File: config.mk
export PLATFORM = sky130hd
export DESIGN_NAME = mips32_prog_loader
export DESIGN_NICKNAME = d
export VERILOG_FILES = /design/src/rtl/mips32_prog_loader_pkg.sv /design/src/rtl/mips32_byte_packer.sv /design/src/rtl/mips32_prog_loader.sv
export SDC_FILE = /design/constraint.sdc
export NUM_CORES = 1
export LEC_CHECK = 0
export CELL_PAD_IN_SITES_DETAIL_PLACEMENT = 1
export CELL_PAD_IN_SITES_GLOBAL_PLACEMENT = 2
export CORE_ASPECT_RATIO = 1.25
export CORE_MARGIN = 2
export CORE_UTILIZATION = 33
export CTS_BUF_LIST = sky130_fd_sc_hd__clkbuf_4 sky130_fd_sc_hd__clkbuf_8
export CTS_CLUSTER_DIAMETER = 200
export DETAILED_ROUTE_END_ITERATION = 10
export GPL_ROUTABILITY_DRIVEN = 0
export GPL_TIMING_DRIVEN = 0
export PLACE_DENSITY = 0.81
export SYNTH_ARGS = -nofsm -noshare
export SYNTH_HDL_FRONTEND = slang
export SYNTH_SLANG_ARGS = --single-unit
File: constraint.sdc
create_clock -name clk1 -period 3.2 [get_ports clk1]
set_input_delay 0.64 -clock clk1 [delete_from_list [all_inputs] [get_ports clk1]]
set_output_delay 0.64 -clock clk1 [all_outputs]
set_load 0.05 [all_outputs]
File: src/rtl/mips32_prog_loader_pkg.sv
// Shared definitions for the MIPS32 program loader and the pipelined core.
// Holds the instruction opcode constants used by both sides (the loader only
// needs HLT to spot the end of a program) and the loader state encoding.
package mips32_prog_loader_pkg;

    localparam logic [5:0] OP_ADD  = 6'h00;
    localparam logic [5:0] OP_SUB  = 6'h01;
    localparam logic [5:0] OP_AND  = 6'h02;
    localparam logic [5:0] OP_OR   = 6'h03;
    localparam logic [5:0] OP_SLT  = 6'h04;
    localparam logic [5:0] OP_MUL  = 6'h05;
    localparam logic [5:0] OP_LW   = 6'h08;
    localparam logic [5:0] OP_SW   = 6'h09;
    localparam logic [5:0] OP_ADDI = 6'h0a;
    localparam logic [5:0] OP_SUBI = 6'h0b;
    localparam logic [5:0] OP_SLTI = 6'h0c;
    localparam logic [5:0] OP_BNEQZ = 6'h0d;
    localparam logic [5:0] OP_BEQZ = 6'h0e;
    localparam logic [5:0] OP_HLT  = 6'h3f;

    typedef enum logic [2:0] {
        ST_IDLE  = 3'd0,
        ST_LOAD  = 3'd1,
        ST_WRITE = 3'd2,
        ST_DONE  = 3'd3,
        ST_ERR   = 3'd4
    } ldr_state_e;

endpackage

File: src/rtl/mips32_byte_packer.sv
// 8->32 big-endian packer. The first accepted byte of a word lands in
// bits [31:24], the fourth in [7:0].
// Ports:
//   clk1       - system clock
//   rst        - synchronous active-high reset (clears the byte index)
//   clr        - synchronous clear of the byte index (start of a new load)
//   byte_vld   - a byte is accepted this cycle
//   byte_in    - the accepted byte
//   word_o     - assembled word; meaningful in the cycle word_valid is high
//   word_valid - pulse in the cycle the fourth byte of a word is accepted
module mips32_byte_packer (
    input  logic        clk1,
    input  logic        rst,
    input  logic        clr,
    input  logic        byte_vld,
    input  logic [7:0]  byte_in,
    output logic [31:0] word_o,
    output logic        word_valid
);

    logic [1:0]  idx_q, idx_d;
    logic [23:0] buf_q, buf_d;

    always_comb begin
        idx_d = idx_q;
        buf_d = buf_q;
        if (clr) begin
            idx_d = 2'd0;
        end else if (byte_vld) begin
            idx_d = idx_q + 2'd1;
            buf_d = {buf_q[15:0], byte_in};
        end
    end

    // The last byte bypasses the buffer so the full word is available in the
    // same cycle it completes; the index wraps to 0 for the next word.
    assign word_o     = {buf_q, byte_in};
    assign word_valid = byte_vld && (idx_q == 2'd3);

    always_ff @(posedge clk1) begin
        if (rst) begin
            idx_q <= 2'd0;
        end else begin
            idx_q <= idx_d;
        end
    end

    always_ff @(posedge clk1) begin
        buf_q <= buf_d;
    end

endmodule

File: src/rtl/mips32_prog_loader.sv
// Boot-time program loader for the MIPS32 core memory. Assembles a byte
// stream into big-endian words, writes them to addresses 0,1,2,... and keeps
// the core stalled until a HLT word has been written.
// Ports:
//   clk1, rst             - clock, synchronous active-high reset
//   start                 - pulse starting a load (IDLE/DONE/ERR only)
//   in_valid/in_byte      - upstream byte stream, in_ready is the handshake
//   mem_we/addr/wdata     - single-cycle write port into core memory
//   cpu_hold              - core stall while no complete program is loaded
//   done / err            - HLT written / MAX_WORDS written without HLT
//   word_count            - words written in the current or last load
module mips32_prog_loader
    import mips32_prog_loader_pkg::*;
#(
    parameter int         ADDR_W     = 10,
    parameter int         MAX_WORDS  = 1024,
    parameter logic [5:0] HLT_OPCODE = OP_HLT
) (
    input  logic              clk1,
    input  logic              rst,
    input  logic              start,
    input  logic              in_valid,
    input  logic [7:0]        in_byte,
    output logic              in_ready,
    output logic              mem_we,
    output logic [ADDR_W-1:0] mem_addr,
    output logic [31:0]       mem_wdata,
    output logic              cpu_hold,
    output logic              done,
    output logic              err,
    output logic [ADDR_W:0]   word_count
);

    localparam logic [ADDR_W:0] MAX_CNT = (ADDR_W+1)'(MAX_WORDS);
    localparam logic [ADDR_W:0] CNT_ONE = (ADDR_W+1)'(1);
    localparam logic [ADDR_W-1:0] ADDR_ONE = ADDR_W'(1);

    ldr_state_e        state_q, state_d;
    logic [ADDR_W-1:0] next_addr_q, next_addr_d;
    logic [ADDR_W:0]   word_count_q, word_count_d;
    logic [ADDR_W-1:0] mem_addr_q, mem_addr_d;
    logic [31:0]       mem_wdata_q, mem_wdata_d;

    logic        pk_clr;
    logic        byte_acc;
    logic [31:0] pk_word;
    logic        pk_word_valid;

    assign byte_acc = in_valid && (state_q == ST_LOAD);

    mips32_byte_packer u_packer (
        .clk1       (clk1),
        .rst        (rst),
        .clr        (pk_clr),
        .byte_vld   (byte_acc),
        .byte_in    (in_byte),
        .word_o     (pk_word),
        .word_valid (pk_word_valid)
    );

    always_comb begin
        state_d      = state_q;
        next_addr_d  = next_addr_q;
        word_count_d = word_count_q;
        mem_addr_d   = mem_addr_q;
        mem_wdata_d  = mem_wdata_q;
        pk_clr       = 1'b0;
        case (state_q)
            ST_IDLE, ST_DONE, ST_ERR: begin
                if (start) begin
                    state_d      = ST_LOAD;
                    next_addr_d  = '0;
                    word_count_d = '0;
                    pk_clr       = 1'b1;
                end
            end
            ST_LOAD: begin
                // Latch address and word on entry to WRITE so the memory port
                // only changes when a write is actually issued.
                if (pk_word_valid) begin
                    state_d     = ST_WRITE;
                    mem_addr_d  = next_addr_q;
                    mem_wdata_d = pk_word;
                end
            end
            ST_WRITE: begin
                word_count_d = word_count_q + CNT_ONE;
                if (mem_wdata_q[31:26] == HLT_OPCODE) begin
                    state_d = ST_DONE;
                end else if (word_count_d == MAX_CNT) begin
                    state_d = ST_ERR;
                end else begin
                    next_addr_d = next_addr_q + ADDR_ONE;
                    state_d     = ST_LOAD;
                end
            end
            default: state_d = ST_IDLE;
        endcase
    end

    always_ff @(posedge clk1) begin
        if (rst) begin
            state_q      <= ST_IDLE;
            next_addr_q  <= '0;
            word_count_q <= '0;
            mem_addr_q   <= '0;
            mem_wdata_q  <= '0;
        end else begin
            state_q      <= state_d;
            next_addr_q  <= next_addr_d;
            word_count_q <= word_count_d;
            mem_addr_q   <= mem_addr_d;
            mem_wdata_q  <= mem_wdata_d;
        end
    end

    assign in_ready   = (state_q == ST_LOAD);
    assign mem_we     = (state_q == ST_WRITE);
    assign mem_addr   = mem_addr_q;
    assign mem_wdata  = mem_wdata_q;
    assign cpu_hold   = (state_q != ST_DONE);
    assign done       = (state_q == ST_DONE);
    assign err        = (state_q == ST_ERR);
    assign word_count = word_count_q;

endmodule

# Yosys cells after proc, flatten, opt, wreduce, memory -nomap -nowiden
# Cells that the tools add are included.
[word_totals]
wordCells = 47
out_inout_bits = 58
regBits = 92
input_bits = 12
[classes]
n_mux = 13
n_eq_ne = 12
add_sub_neg = 3
n_bitwise = 1
reduce_logical = 11
[ops]
columns = ["cell", "n"]
rows = [
  ["$mux 10", 3],
  ["$pmux 11 s2", 1],
  ["$pmux 10 s2", 1],
  ["$mux 3", 4],
  ["$add 11x1->11 const B", 1],
  ["$eq 11x11->1 const B", 1],
  ["$mux 11", 1],
  ["$add 10x1->10 const B", 1],
  ["$pmux 3 s3", 1],
  ["$reduce_and 2->1", 4],
  ["$eq 3x2->1 const B", 2],
  ["$eq 6x6->1 const B", 1],
  ["$ne 2x2->1 const B", 3],
  ["$reduce_and 4->1", 1],
  ["$eq 3x1->1 const B", 1],
  ["$eq 3x3->1 const B", 1],
  ["$logic_not 3->1", 1],
  ["$ne 3x2->1 const B", 1],
  ["$reduce_or 3->1", 1],
  ["$add 2x1->2 const B", 1],
  ["$eq 2x2->1 const B", 1],
  ["$logic_and 1x1->1", 2],
  ["$mux 1", 2],
  ["$ne 2x1->1 const B", 1],
  ["other kinds (3)", 3],
]

# Longest topological paths before layout
[logic_depth]
depth_word = 5
ltp_mapped = 8
ltp_nobuf = 7

# Hierarchy
# From an unflattened synthesis, not the netlist that was laid out.
[hier_totals]
hier_cells = 412
area_unflattened_um2 = 3836.2
[modules_own_cells]
columns = ["module", "n_inst", "area_per_inst_um2", "seq_area_each_um2", "cells_per_inst"]
rows = [
  ["mips32_prog_loader", 1, 2950.3, 1321.3, 371],
  ["mips32_byte_packer", 1, 885.8, 760.7, 41],
]

# Worst setup path before layout
# No wires, ideal clock.
[synth_timing]
path_type = "register to register"
startpoint = "reg state_q[0]"
endpoint = "reg mem_wdata_q[29] (netlist: mem_wdata[29])"
synth_period_minus_slack_ps = 3492
n_path_buf = 2
setup_ps = 132
setup_slack_ps = -292
arrival_time_ps = 3360
t_required_ps = 3068
stages_incl_launch_ff = 8
path_cell_list = "dfxtp_1 nor3b_1 and2_1 clkbuf_1 nand2_1 clkbuf_1 nand2_1 a21oi_1"
[synth_between]
elab_chain_cells = 4
[synth_rtl]
columns = ["element", "line", "rtl"]
rows = [
  ["from (decl)", "mips32_prog_loader.sv:38", "ldr_state_e state_q, state_d;"],
  ["from (signal assigned)", "mips32_prog_loader.sv:109", "state_q <= state_d;"],
  ["$eq 3x1->1 (*)", "n/a", ""],
  ["named net in_ready", "mips32_prog_loader.sv:24", "output logic in_ready,"],
  ["$logic_and 1x1->1", "mips32_prog_loader.sv:49", "assign byte_acc = in_valid && (state_q == ST_LOAD);"],
  ["$logic_and 1x1->1", "mips32_byte_packer.sv:38", "assign word_valid = byte_vld && (idx_q == 2'd3);"],
  ["$reduce_and 2->1 (no source line) (*)", "n/a", ""],
  ["to (signal assigned)", "mips32_prog_loader.sv:113", "mem_wdata_q <= mem_wdata_d;"],
  ["to (decl)", "mips32_prog_loader.sv:42", "logic [31:0] mem_wdata_q, mem_wdata_d;"],
]
# Mark *: on every way through the listed nets, which the timed path passes. The rest lies on a longest branch.
# A chain may end at the register's enable or synchronous reset.

# Worst setup path in the final report
[layout_timing]
startpoint = "reg state_q[1]"
endpoint = "out mem_we"
[layout_between]
elab_chain_cells = 1
[layout_rtl]
columns = ["element", "line", "rtl"]
rows = [
  ["$eq 3x2->1", "mips32_prog_loader.sv:118", "assign mem_we = (state_q == ST_WRITE);"],
  ["to (decl)", "mips32_prog_loader.sv:25", "output logic mem_we,"],
]
# Every way passes these cells.

==> flow_metrics.py <==
metrics = {
    "drt": {
        "drc_errors": 0,
        "drt_iter0_drc": 81,
        "ant_nets": 0,
        "vias": 3040,
        "via_per_inst": 4.94,
        "first_pass_iters": 4,
        "routed_wl_um": 9430,
        "wl_per_cell_um": 15.3,
    },
    "sta": {
        "worst_pin_slew_ns": 0.716,
        "period_share_pct": 94.4,
        "setup_tns_ns": 0,
        "finalHoldViolations": 0,
        "rsz0062_at_grt": "false",
        "fin_hold_ws_ns": 0.460,
        "min_period_ns": 3.02,
        "setup_slack_ns": 0.179,
        "skew_ns": 0.0125,
        "clock.fmax_ghz": 0.331,
        "timing.slew.headroom_pct": 52.3,
        "drv_slew": 0,
        "setup_viol": 0,
    },
    "clock_tree": {
        "cts_buffers": 9,
        "worst_skew_pair.late_latency_ns": 0.37,
        "cts_buffer_depth": 2,
        "path_clk_slew_ns": 0.09,
        "h-tree-depth": 3,
        "cts.sinks": 92,
        "cts-root-buf": "clkbuf_8",
        "cts_hold_buf": 0,
        "cts_resized": 3,
        "cts_tree": "built",
        "cts_setup_buffers": 0,
    },
    "synth": {
        "syn_inst": 395,
        "synth_area_per_cell_sq_um": 9.33,
        "synth_edf_count": 24,
        "yosysTopAreaCell": "dfxtp_1",
        "seq_area_frac_synth_pct": 56.5,
        "async_flop_share_pct": 0,
        "synthFlopType": "dfxtp_1",
        "syn_nets": 411,
        "synth_top_area_share_pct": 36.9,
        "ys_ff_latch": 92,
        "yosys-top-cells-area": "dfxtp_1 37%, edfxtp_1 20%, nand2_1 10%",
        "synthTopCellsByCount": "98 x nand2_1, 68 x dfxtp_1, 54 x a21oi_1",
        "synth.distinct_cells": 43,
        "synth_most_common_cell": "nand2_1",
        "ys_warn_count": 0,
        "syn_area_sq_um": 3690,
    },
    "placed_design": {
        "post-dp-hpwl_um": 6690,
        "io_buffers": 69,
        "dp_worst_setup_slack_ns": 0.0932,
    },
    "floorplanning": {
        "core_area_sq_um": 11000,
        "die_x_um": 98.5,
        "die_y_um": 122,
        "ioPinCount": 70,
        "row_count": 43,
        "start_util_pct": 33.6,
        "dieArea_sq_um": 12000,
    },
    "power": {
        "vdd_drop_max_mv": 0.262,
        "p_total_w": 0.00203,
        "pwr_density_cell_nw_per_um2": 428,
        "p_leak_nw": 1.54,
    },
    "run_status": {
        "outcome": "finished clean",
    },
    "setup_path": {
        "crit_path_max_fanout": 10,
        "worstPathArrival_ns": 2.38,
        "worstPathRequired_ns": 2.56,
        "worstSetupStartpointType": "register",
        "worst_setup_path_end_kind": "output pin",
        "critical_path_class": "register to output pin",
        "reg2reg_slack_ns": 0.64,
    },
    "grt": {
        "grt_pass1_wl_um": 15100,
        "antenna_found_initial": 0,
        "grt_max_degree": 28,
        "grt_pass1_vias": 2988,
        "gr-usage-all-layers_pct": 15.8,
        "overflow": 0,
    },
    "flow_run": {
        "max_cap_violations": 0,
    },
    "finish": {
        "drive_gt1_share_pct": 7.92,
        "areaGrowthSynthToFinish_pct": 28.4,
        "n_antenna_cell": 0,
        "final_nets": 491,
    },
    "hold_path": {
        "hold_class": "register to register",
    },
}
==> power breakdown <==
group | leakage [nW] | internal [W] | total [W] | switching (W)
logic | 0.680 | 0.0000249 | 0.0000706 | 0.0000458
registers | 0.768 | 0.00121 | 0.00121 | 0.00000748
clock network | 0.0952 | 0.000316 | 0.000742 | 0.000426
total | 1.54 | 0.00155 | 0.00203 | 0.000480
==> path summary, 6_finish.rpt <==
path,startpoint,end,cells past startpoint
max,state_q[1]$_SDFFE_PP0P_,mem_we,6
min,mem_addr[4]$_SDFFE_PP0P_,mem_addr[4]$_SDFFE_PP0P_,2
max reg2reg,word_count[0]$_SDFFE_PP0P_,next_addr_q[9]$_SDFFE_PP0P_,8
min reg2reg,mem_addr[4]$_SDFFE_PP0P_,mem_addr[4]$_SDFFE_PP0P_,2
==> cells in the final DEF (no fill, tap or decap), types with 2 or more instances in the layout <==
cell type and count:
nand2_1 98, nor2_1 23, edfxtp_1 24, o31ai_2 6, clkbuf_8 10, nor2b_1 3
or2_2 3, and2_1 3, nor4_2 2, and3_1 3, or3_1 2, buf_2 3
clkdlybuf4s50_1 68, nand4_1 4, nand3b_1 7, mux2i_1 2, nor3_1 5, inv_6 2
o21ai_1 2, ha_1 4, a211oi_1 2, dfxtp_1 68, xnor2_1 3, o21ai_0 11
a21oi_1 54, inv_1 6, o311ai_0 7, a22oi_1 3, clkbuf_1 21, nand2b_1 2
nand3_1 5, xor2_1 3
==> metrics by stage <==
step | instances | util [%] | instance area [sq um]
finish | 615 | 43.1 | 4730
global route | 615 | 43.1 | 4730
global placement | 599 | 41.5 | 4550
floorplan | 395 | - | 3690
CTS | 615 | 43.1 | 4730
detailed placement | 599 | 41.5 | 4550
==> worst max-delay path: stages, from the launching register on <==
cell and delay, ns:
dfxtp_1 0.45, nor2b_1 0.25, nand2b_1 0.08, clkbuf_1 0.23, inv_1 0.12, clkbuf_1 0.43
clkdlybuf4s15_2 0.45
==> layer usage <==
layer  share of wire [%]  global-route usage [%]
met5                   0                       0
met2                  50                    26.9
met4                 1.3                    4.88
met1                  45                    19.8
met3                 3.9                    4.02
==> state kept, by name (all words and copies together) (netlist names) <==
signal	cells
mem_addr	10
mem_wdata	32
next_addr_q	10
state_q	3
u_packer.buf_q	24
u_packer.idx_q	2
word_count	11
==> logic make-up after synthesis <==
| logic type | after synthesis | share of synthesized area [%] |
|---|---|---|
| compound gates | 94 | 16.1 |
| xor+xnor | 6 | 1.43 |
| fa+ha+maj | 4 | 1.36 |
| buf+inv | 32 | 3.56 |
| flops | 92 | 56.5 |
| mux | 2 | 0.543 |
| simple gates | 165 | 20.5 |
==> final cells by class <==
| type | instances | area (sq um) |
|---|---|---|
| sequential | 92 | 2080 |
| timing repair buffer | 69 | 692 |
| fill | 1306 | 6240 |
| buffer | 26 | 110 |
| inverter | 6 | 22.5 |
| clock inverter | 5 | 35.0 |
| clock buffer | 11 | 145 |
| multi-input combinational | 271 | 1480 |
| tap | 135 | 169 |
Note: power is estimated with default switching activity, not from simulation.
